===== config.mk =====
export PLATFORM = sky130hd
export DESIGN_NAME = p4_router_dq_scheduler
export DESIGN_NICKNAME = d
export VERILOG_FILES = /design/src/rtl/p4_router_pkg.sv /design/src/rtl/p4_router_rr_arbiter.sv /design/src/rtl/p4_router_dq_scheduler.sv
export SDC_FILE = /design/constraint.sdc
export NUM_CORES = 1
export LEC_CHECK = 0
export ABC_AREA = 1
export BUFFER_PORTS_ARGS = -buffer_cell sky130_fd_sc_hd__buf_2
export CAP_MARGIN = 20
export CORE_ASPECT_RATIO = 0.9
export CORE_MARGIN = 2
export CORE_UTILIZATION = 37
export CTS_BUF_LIST = sky130_fd_sc_hd__clkbuf_8 sky130_fd_sc_hd__clkbuf_16
export CTS_CLUSTER_DIAMETER = 80
export DETAILED_ROUTE_END_ITERATION = 8
export PLACE_DENSITY = 0.54
export SYNTH_ARGS = -nofsm -noshare
export SYNTH_HDL_FRONTEND = slang
export SYNTH_SLANG_ARGS = --single-unit
export TNS_END_PERCENT = 100

===== constraint.sdc =====
create_clock -name clk -period 3.4 [get_ports clk]
set_input_delay 0.34 -clock clk [delete_from_list [all_inputs] [get_ports clk]]
set_output_delay 0.34 -clock clk [all_outputs]
set_load 0.005 [all_outputs]

===== src/rtl/p4_router_pkg.sv =====
// Shared P4 router queue-system constants and the dequeue request/scheduler types.
package p4_router_pkg;

  localparam int NUM_QUEUES_PER_EGR_PORT                 = 4;
  localparam int NUM_QUEUES_PER_EGR_PORT_LOG             = 2;
  localparam int DQ_LATENCY                              = 6;
  localparam int EGR_COUNTERS_WIDTH                      = 16;
  localparam int VNP4_WRAPPER_METADATA_EGRESS_PORT_WIDTH = 4;

  typedef struct packed {
    logic [VNP4_WRAPPER_METADATA_EGRESS_PORT_WIDTH-1:0] egress_port;
    logic [NUM_QUEUES_PER_EGR_PORT_LOG-1:0]             queue;
  } dq_req_t;

  typedef enum logic {
    SELECT = 1'b0,
    REQ    = 1'b1
  } dq_sched_state_t;

endpackage


===== src/rtl/p4_router_rr_arbiter.sv =====
// N-way round-robin pick: first requester at or after ptr, wrapping at N-1.
// Purely combinational; no backpressure.
module p4_router_rr_arbiter #(
  parameter int N  = 8,
  parameter int IW = (N > 1) ? $clog2(N) : 1
) (
  input  logic [N-1:0]  req,
  input  logic [IW-1:0] ptr,
  output logic [N-1:0]  grant,
  output logic [IW-1:0] idx,
  output logic          any
);

  always_comb begin
    int          c;
    logic [IW-1:0] cidx;
    grant = '0;
    idx   = '0;
    any   = 1'b0;
    c     = 0;
    cidx  = '0;
    for (int i = 0; i < N; i++) begin
      // Explicit wrap keeps non-power-of-2 port counts correct.
      c = int'(ptr) + i;
      if (c >= N) c = c - N;
      cidx = IW'(c);
      if (!any && req[cidx]) begin
        any         = 1'b1;
        idx         = cidx;
        grant[cidx] = 1'b1;
      end
    end
  end

endmodule


===== src/rtl/p4_router_dq_scheduler.sv =====
// Egress dequeue scheduler: RR across ports, strict priority within a port; valid one cycle after selection, per-port holdoff between grants.
// Request held stable until dq_req_ready; optional grant counters under P4_ROUTER_DQ_SCHED_STATS_EN.
module p4_router_dq_scheduler
  import p4_router_pkg::*;
#(
  parameter int NUM_EGR_PORTS  = 8,
  parameter int NUM_QUEUES     = NUM_QUEUES_PER_EGR_PORT,
  parameter int HOLDOFF_CYCLES = DQ_LATENCY
) (
  input  logic                                               clk,
  input  logic                                               sreset,
  input  logic                                               enable,
  input  logic [NUM_EGR_PORTS*NUM_QUEUES-1:0]                queue_empty,
  input  logic [NUM_EGR_PORTS-1:0]                           egress_ready,
  output logic                                               dq_req_valid,
  input  logic                                               dq_req_ready,
  output logic [VNP4_WRAPPER_METADATA_EGRESS_PORT_WIDTH-1:0] dq_req_port,
  output logic [NUM_QUEUES_PER_EGR_PORT_LOG-1:0]             dq_req_queue
`ifdef P4_ROUTER_DQ_SCHED_STATS_EN
  ,
  input  logic                                               stats_clear,
  output logic [NUM_EGR_PORTS*EGR_COUNTERS_WIDTH-1:0]        grant_count
`endif
);

  localparam int PW    = (NUM_EGR_PORTS > 1) ? $clog2(NUM_EGR_PORTS) : 1;
  localparam int HW    = (HOLDOFF_CYCLES > 2) ? $clog2(HOLDOFF_CYCLES) : 1;
  localparam int QW    = NUM_QUEUES_PER_EGR_PORT_LOG;
  localparam int PORTW = VNP4_WRAPPER_METADATA_EGRESS_PORT_WIDTH;

  dq_sched_state_t state_q, state_d;
  dq_req_t         req_q;
  logic            load, hs;
  logic [PW-1:0]   rr_ptr, sel_idx;
  logic            sel_any;
  logic [NUM_EGR_PORTS-1:0] elig, sel_grant;
  logic [NUM_QUEUES-1:0]    port_empty [NUM_EGR_PORTS];
  logic [HW-1:0]            holdoff    [NUM_EGR_PORTS];
  logic [QW-1:0]            sel_queue;
  logic [NUM_QUEUES-1:0]    sel_empty;

  for (genvar p = 0; p < NUM_EGR_PORTS; p++) begin : g_elig
    assign port_empty[p] = queue_empty[p*NUM_QUEUES +: NUM_QUEUES];
    assign elig[p]       = enable & egress_ready[p] & (holdoff[p] == '0) & ~(&port_empty[p]);
  end

  p4_router_rr_arbiter #(.N(NUM_EGR_PORTS), .IW(PW)) u_rr (
    .req   (elig),
    .ptr   (rr_ptr),
    .grant (sel_grant),
    .idx   (sel_idx),
    .any   (sel_any)
  );

  always_comb begin
    sel_empty = port_empty[sel_idx];
    sel_queue = '0;
    for (int q = NUM_QUEUES-1; q >= 0; q--) begin
      if (!sel_empty[q]) sel_queue = QW'(q);
    end
  end

  assign dq_req_valid = (state_q == REQ);
  assign dq_req_port  = req_q.egress_port;
  assign dq_req_queue = req_q.queue;
  assign hs           = dq_req_valid & dq_req_ready;

  always_comb begin
    state_d = state_q;
    load    = 1'b0;
    case (state_q)
      SELECT: if (sel_any) begin
        state_d = REQ;
        load    = 1'b1;
      end
      REQ:    if (dq_req_ready) state_d = SELECT;
      default: state_d = SELECT;
    endcase
  end

  always_ff @(posedge clk) begin
    if (sreset) begin
      state_q <= SELECT;
      req_q   <= '0;
      rr_ptr  <= '0;
    end else begin
      state_q <= state_d;
      if (load) begin
        req_q.egress_port <= PORTW'(sel_idx);
        req_q.queue       <= sel_queue;
      end
      if (hs) begin
        if (req_q.egress_port == PORTW'(NUM_EGR_PORTS-1)) rr_ptr <= '0;
        else                                              rr_ptr <= PW'(req_q.egress_port) + PW'(1);
      end
    end
  end

  // Loaded with HOLDOFF_CYCLES-2 so the earliest reselection lands valid exactly HOLDOFF_CYCLES after the handshake.
  always_ff @(posedge clk) begin
    for (int p = 0; p < NUM_EGR_PORTS; p++) begin
      if (sreset)                                          holdoff[p] <= '0;
      else if (hs && req_q.egress_port == PORTW'(p))       holdoff[p] <= HW'(HOLDOFF_CYCLES-2);
      else if (holdoff[p] != '0)                           holdoff[p] <= holdoff[p] - HW'(1);
    end
  end

`ifdef P4_ROUTER_DQ_SCHED_STATS_EN
  logic [EGR_COUNTERS_WIDTH-1:0] cnt [NUM_EGR_PORTS];

  always_ff @(posedge clk) begin
    for (int p = 0; p < NUM_EGR_PORTS; p++) begin
      if (sreset || stats_clear)                     cnt[p] <= '0;
      else if (hs && req_q.egress_port == PORTW'(p)) cnt[p] <= cnt[p] + EGR_COUNTERS_WIDTH'(1);
    end
  end

  for (genvar p = 0; p < NUM_EGR_PORTS; p++) begin : g_cnt
    assign grant_count[p*EGR_COUNTERS_WIDTH +: EGR_COUNTERS_WIDTH] = cnt[p];
  end
`endif

endmodule


==> results of run 1 <==
==> flip-flops by register name, summed over array words and instances (netlist names) <==
signal,flops
dq_req_port,3
dq_req_queue,2
holdoff,24
rr_ptr,3
dq_req_valid,1
==> through the flow <==
step | total power (W) | hold slack [ps]
global route | 0.00434 | 381
detailed placement | 0.00358 | 460
CTS | 0.00390 | 358
floorplan | 0.00307 | 462
finish | 0.00389 | 362
global placement | 0.00360 | 471
==> worst max path at each step <==
stage                  start               to  slack [ps]  depth (start not counted)
2_1_floorplan      rr_ptr[1]  dq_req_queue[0]         590                         21
3_3_place_gp       rr_ptr[1]  dq_req_queue[0]         330                         21
3_5_place_dp       rr_ptr[1]  dq_req_queue[0]         350                         21
4_1_cts            rr_ptr[1]  dq_req_queue[0]         300                         21
5_1_grt        holdoff[1][1]  dq_req_queue[1]           5                         21
6_report       holdoff[0][6]  dq_req_queue[0]         380                         20
==> metal layers <==
| metal | GRT usage | wire length [µm] | up-vias |
|---|---|---|---|
| li1 | - | - | 1571 |
| met5 | 0 | 0 | - |
| met2 | 0.291 | 3560 | 84 |
| met3 | 0.0340 | 548 | 4 |
| met4 | 0.0256 | 42 | 0 |
| met1 | 0.247 | 3860 | 1322 |
==> cells by family after synthesis <==
| family | after synthesis | synth area share |
|---|---|---|
| AOI/OAI and AO/OA | 34 | 0.0659 |
| xor gates and xnor gates | 10 | 0.0293 |
| adders and majority gates | 24 | 0.0926 |
| buffers and inverters | 80 | 0.108 |
| DFF | 33 | 0.278 |
| other | 1 | 0.00116 |
| and+or+nand+nor | 272 | 0.426 |
==> power by group <==
group | switching (W) | internal [W] | leakage, nW
clock network | 0.000138 | 0.000159 | 0.0538
registers | 0.0000988 | 0.000657 | 0.331
logic | 0.00182 | 0.00102 | 1.42
total | 0.00206 | 0.00183 | 1.81
==> area by class of cell <==
cell class / count / area (µm²) / share of cell area
Clock buffer: 6 / 82.6 / 0.0224
Clock inverter: 2 / 7.51 / 0.00204
Inverter: 69 / 259 / 0.0704
Multi-Input combinational cell: 341 / 2000 / 0.543
Sequential cell: 33 / 901 / 0.245
Tap cell: 119 / 149 / 0.0405
Timing Repair Buffer: 54 / 283 / 0.0769
==> placed cells by master, fill, tap and decap left out, types with 3 or more instances in the layout <==
cell type and instances:
buf_2 49, nor3_1 5, nor2_2 6, nor2_4 3
a21oi_1 7, o21ai_0 13, clkbuf_8 6, inv_2 4
dfxtp_1 9, nand4_1 6, nand2_1 117, buf_4 5
nand3_1 64, ha_1 24, xnor2_1 8, nand2_2 8
nor2_1 37, edfxtp_1 24, nand2_4 3, nand3_2 15
inv_1 65, o22ai_1 3
==> what timing repair did <==
item,4_1_cts,5_1_grt
endpoints found under the setup margin,0,2
hold buffers,0,0
gates resized for setup,0,2
==> worst max-delay path, stage by stage, from the launching register on <==
cell	delay, ps
edfxtp_1	390
inv_1	90
ha_1	140
nand2_1	90
nor2_1	210
nand3_1	140
nand3_1	140
nand3_2	120
nand2_4	130
o21ai_1	110
o21bai_1	180
nand3b_4	250
nand2_4	230
clkinv_1	170
nand2_1	100
nand3_1	70
nand3_1	90
nand2_1	70
nand2_1	70
nand2_1	50
a21oi_2	110
==> results.txt, run 1 <==
count of buffers from port buffering - 49
register bit count reported by yosys - 33
Post-Place Cells - 616
WHS Path Cells - 4
reg2reg path depth - 20
clk_skew - 10.2 ps
Async S/R FF share, synth - 0
r2r startpoint - holdoff[0][6]
Final Max Tran Viols - 0
deepest clock path buffer count - 2
worst r2r dst - dq_req_queue[0]
TritonCTS Buffers - 5
Nets - 572
Required @ worst endpoint - 3610 ps
Die W - 103 µm
syn nets - 522
Hold Path End - dq_req_valid
r2r setup slk - 380 ps
initial antenna violation count - 0
# Post-CTS Setup Buffers - 0
Area contributors post-synth - edfxtp_1 (22%), nand2_1 (14%), nand3_1 (9.9%)
synthesized instance count - 454
final setup TNS - 0 ps
Final min period - 3020 ps
worst vdd ir - 550 µV
vias in the first global route - 2905
worst slack, placed - 345 ps
Post-synth EDFFs - 24
Startpoint Class - flop
CTS sink cnt - 33
Reg clk slew, reported paths - 70 ps
GR Overflow Total - 0
residual DRC count - 0
Root Driver - clkbuf_8
Layout Utilization - 0.431
Vias - 2981
Final Cycle Share - 0.888
initial DRC count - 149
most used flip-flop cell after synthesis - edfxtp_1
core area - 8530 µm²
Hold Startpoint - dq_req_ready
diode count - 0
RSZ-0062 raised after global routing - false
final hold vios - 0
mean post-synth cell area - 7.15 µm²
I/O pin count - 51
Synth top area share - 0.222
post-synth cell types - 39
Setup CP Type - flop to flop
CTS tree - yes
count leader, synth - nand2_1
global-route usage over all layers - 0.178
placed cell areas - 3590 µm²
die height - 92.8 µm
# rows - 32
HP Class - input port to flop
synth cell count leaders - nand2_1 (117), inv_1 (64), nand3_1 (64)
WL/cell - 12.8 µm
Area growth syn-to-layout - 13.4%
LEAKAGE - 1.81 nW
die area - 9530 µm²
final std cells w/o fill - 624
CP Capture Type - flop
largest net degree at the start of global routing - 19
register area share after synthesis - 0.278
DP HPWL - 6600 µm
H-Tree Depth - 2
layout cell share with drive strength beyond 1 - 0.220
RePlAce Congestion - 0.861
vias per cell - 4.78
max-capacitance violation count - 0
Initial DRT Pass Iterations - 4
Synth Warn # - 0
fillers - 886
clk_lat worst skew - 280 ps
post-synth top area cell - edfxtp_1
status - finished clean
Max FO, Critical Path - 18
Final setup viols - 0
FMAX - 331 MHz
first-pass GRT wire length - 13600 µm
CP arrival - 3230 ps
WL final - 8010 µm
worst setup margin - 379 ps
Cell Pwr Density - 1060 nW/µm²
Starting Density - 0.380
Cell Area, Synth - 3240 µm²
post-route cell area - 3680 µm²
residual antenna-violating net count after detailed routing - 0
Note: power is estimated with default switching activity, not from simulation.
==> inputs of run 2 (changes only) <==
--- a/config.mk
+++ b/config.mk
@@ -10,11 +10,10 @@
 export CAP_MARGIN = 20
 export CORE_ASPECT_RATIO = 0.9
 export CORE_MARGIN = 2
-export CORE_UTILIZATION = 37
-export CTS_BUF_LIST = sky130_fd_sc_hd__clkbuf_8 sky130_fd_sc_hd__clkbuf_16
+export CORE_UTILIZATION = 58
 export CTS_CLUSTER_DIAMETER = 80
 export DETAILED_ROUTE_END_ITERATION = 8
-export PLACE_DENSITY = 0.54
+export PLACE_DENSITY = 0.79
 export SYNTH_ARGS = -nofsm -noshare
 export SYNTH_HDL_FRONTEND = slang
 export SYNTH_SLANG_ARGS = --single-unit
==> run 2 against run 1 <==
Effect of this change:
- worst setup slack worse by 35 ps
- utilization is 25 points higher
- clock power down 3%
- clock skew is 5.0 ps lower
- via count up 3.2%
- critical path depth did not move
- sequential cell count unchanged
- combinational power about the same
- critical path type unchanged
==> results.txt, run 2 (synthesized netlist as in run 1, its figures left out) <==
CTS tree - yes
global-route usage over all layers - 0.256 (+0.0784)
CTS sink cnt - 33 (unchanged)
met3 WL - 451 µm (-18%)
Cell Pwr Density - 1070 nW/µm² (+1.5%)
layout cell share with drive strength beyond 1 - 0.226 (+0.00594)
Final Max Tran Viols - 0 (unchanged)
Required @ worst endpoint - 3630 ps (+20 ps)
initial antenna violation count - 0 (unchanged)
# rows - 25 (-22%)
Cell Chain, Critical Path - inv_1 -> ha_1 -> nand2_1 -> nor2_1 -> nand3_1 -> nand3_1 -> nand3_2 -> nand2_4 -> o21ai_1 -> o21bai_1 -> nand3b_4 -> nand2_4 -> clkinv_1 -> nand2_1 -> nand3_1 -> nand3_1 -> nand2_1 -> nand2_1 -> nand2_1 -> a21oi_2
diode count - 0 (unchanged)
largest net degree at the start of global routing - 19 (unchanged)
Pwr Total - 0.00388 W (-0.30%)
RePlAce Congestion - 0.941 (+9.2%)
Initial DRT Pass Iterations - 5 (+1)
Die W - 82.8 µm (-19%)
count of buffers from port buffering - 49 (unchanged)
DR top layer - met4
FMAX - 327 MHz (-1.2%)
HP Class - input port to flop
max reg flops - 24 (unchanged)
LEAKAGE - 1.80 nW (-0.56%)
post-cts resize count - 0 (unchanged)
GR Overflow Total - 0 (unchanged)
most common library cell in the layout ignoring fill and taps - nand2_1
Top reg by flops - holdoff
Root Driver - clkbuf_8
worst vdd ir - 555 µV (+0.82%)
first-pass GRT wire length - 13000 µm (-4.7%)
CP arrival - 3280 ps (+50 ps)
post-route cell area - 3610 µm² (-1.8%)
core area - 5320 µm² (-38%)
status - finished clean
TritonCTS Buffers - 5 (unchanged)
Starting Density - 0.610 (+0.230)
Final min period - 3060 ps (+35.4 ps)
Nets - 572 (unchanged)
cell mode on critical path - nand2_1
deepest clock path buffer count - 2 (unchanged)
final hold vios - 0 (unchanged)
vias per cell - 5.38 (+13%)
I/O pin count - 51 (unchanged)
wire length on met1 - 3550 µm (-8.1%)
H-Tree Depth - 2 (unchanged)
RSZ-0062 raised after global routing - false
critical path's top delay family - simple AND/OR/NAND/NOR gates
Final Cycle Share - 0.899 (+0.0104)
fillers - 481 (-46%)
vias in the first global route - 2880 (-0.86%)
WL/cell - 13.2 µm (+3.1%)
clk_skew - 5.20 ps (-5.04 ps)
clk_lat worst skew - 290 ps (about the same)
final std cells w/o fill - 572 (-8.3%)
residual DRC count - 0 (unchanged)
crit-path max cell delay - 390 ps (about the same)
Vias - 3077 (+3.2%)
CP Capture Type - flop
Post-Place Cells - 564 (-8.4%)
DP HPWL - 6210 µm (-5.8%)
Max FO, Critical Path - 18 (unchanged)
# hold bufs at CTS - 0 (unchanged)
WP buf/inv - 2 (unchanged)
initial DRC count - 218 (+46%)
placed cell areas - 3520 µm² (-1.8%)
residual antenna-violating net count after detailed routing - 0 (unchanged)
WL final - 7570 µm (-5.5%)
Setup CP Type - flop to flop
# Post-CTS Setup Buffers - 0 (unchanged)
Reg clk slew, reported paths - 70 ps (about the same)
die height - 75.0 µm (-19%)
Area growth syn-to-layout - 11.3%
Final setup viols - 0 (unchanged)
Startpoint Class - flop
final setup TNS - 0 ps (unchanged)
die area - 6210 µm² (-35%)
Slowest cell on crit path - edfxtp_1
most frequent cells in the layout - nand2_1 (117), nand3_1 (64), inv_1 (63)
routed wl met2 - 3510 µm (-1.3%)
max-capacitance violation count - 0 (unchanged)
run 2: cell count changes in the layout (fill, tap and decap cells not counted):
| cell | previous run | this run |
|---|---|---|
| clkbuf_8 | 6 | 5 |
| clkinv_2 | 0 | 2 |
| clkinvlp_4 | 0 | 1 |
| inv_1 | 65 | 63 |
| nor2_1 | 37 | 36 |
| nor2_2 | 6 | 7 |
run 2: area by class of cell:
class	count	area, µm²	share of cell area
multi-input combinational	341	2000	0.554
timing repair buffer	54	283	0.0783
tap	67	83.8	0.0232
clock buffer	5	68.8	0.0191
inverter	69	259	0.0717
clock inverter	3	17.5	0.00485
sequential	33	901	0.249
run 2: layer usage:
metal  track usage  up-vias
met2         0.452      121
met4        0.0546        0
met3        0.0362        7
li1              -     1569
met5             0        -
met1         0.344     1380
run 2: path summary, 6_finish.rpt:
path	startpoint	to	slack, ps	depth (start not counted)
hold / removal	dq_req_ready	dq_req_valid	330	4
hold reg to reg	dq_req_queue[1]	dq_req_queue[1]	480	2
setup / recovery	holdoff[1][6]	dq_req_queue[0]	340	20
setup reg to reg	holdoff[1][6]	dq_req_queue[0]	340	20
run 2: per-stage QoR:
step                hold slack (ps)  worst slack, ps  utilization
floorplan                       462              586            -
global placement                464              442        0.662
detailed placement              463              384        0.662
CTS                             328              355        0.678
global route                    372             8.27        0.679
finish                          332              344        0.679
run 2: worst reg2reg max path, cell delays in order (launching register included):
cell	delay (ps)
edfxtp_1	390
inv_1	90
ha_1	150
nand2_1	70
nor2_1	230
nand3_1	180
nand3_1	160
nand3_2	120
nand2_4	120
o21ai_1	100
o21bai_1	180
nand3b_4	250
nand2_4	220
clkinv_1	180
nand2_1	90
nand3_1	80
nand3_1	100
nand2_1	70
nand2_1	60
nand2_1	50
a21oi_2	100
run 2: power breakdown:
part	leakage (nW)	total (W)	internal, W	switching, W
combinational	1.42	0.00282	0.00102	0.00180
sequential	0.331	0.000765	0.000658	0.000106
clock	0.0439	0.000288	0.000141	0.000147
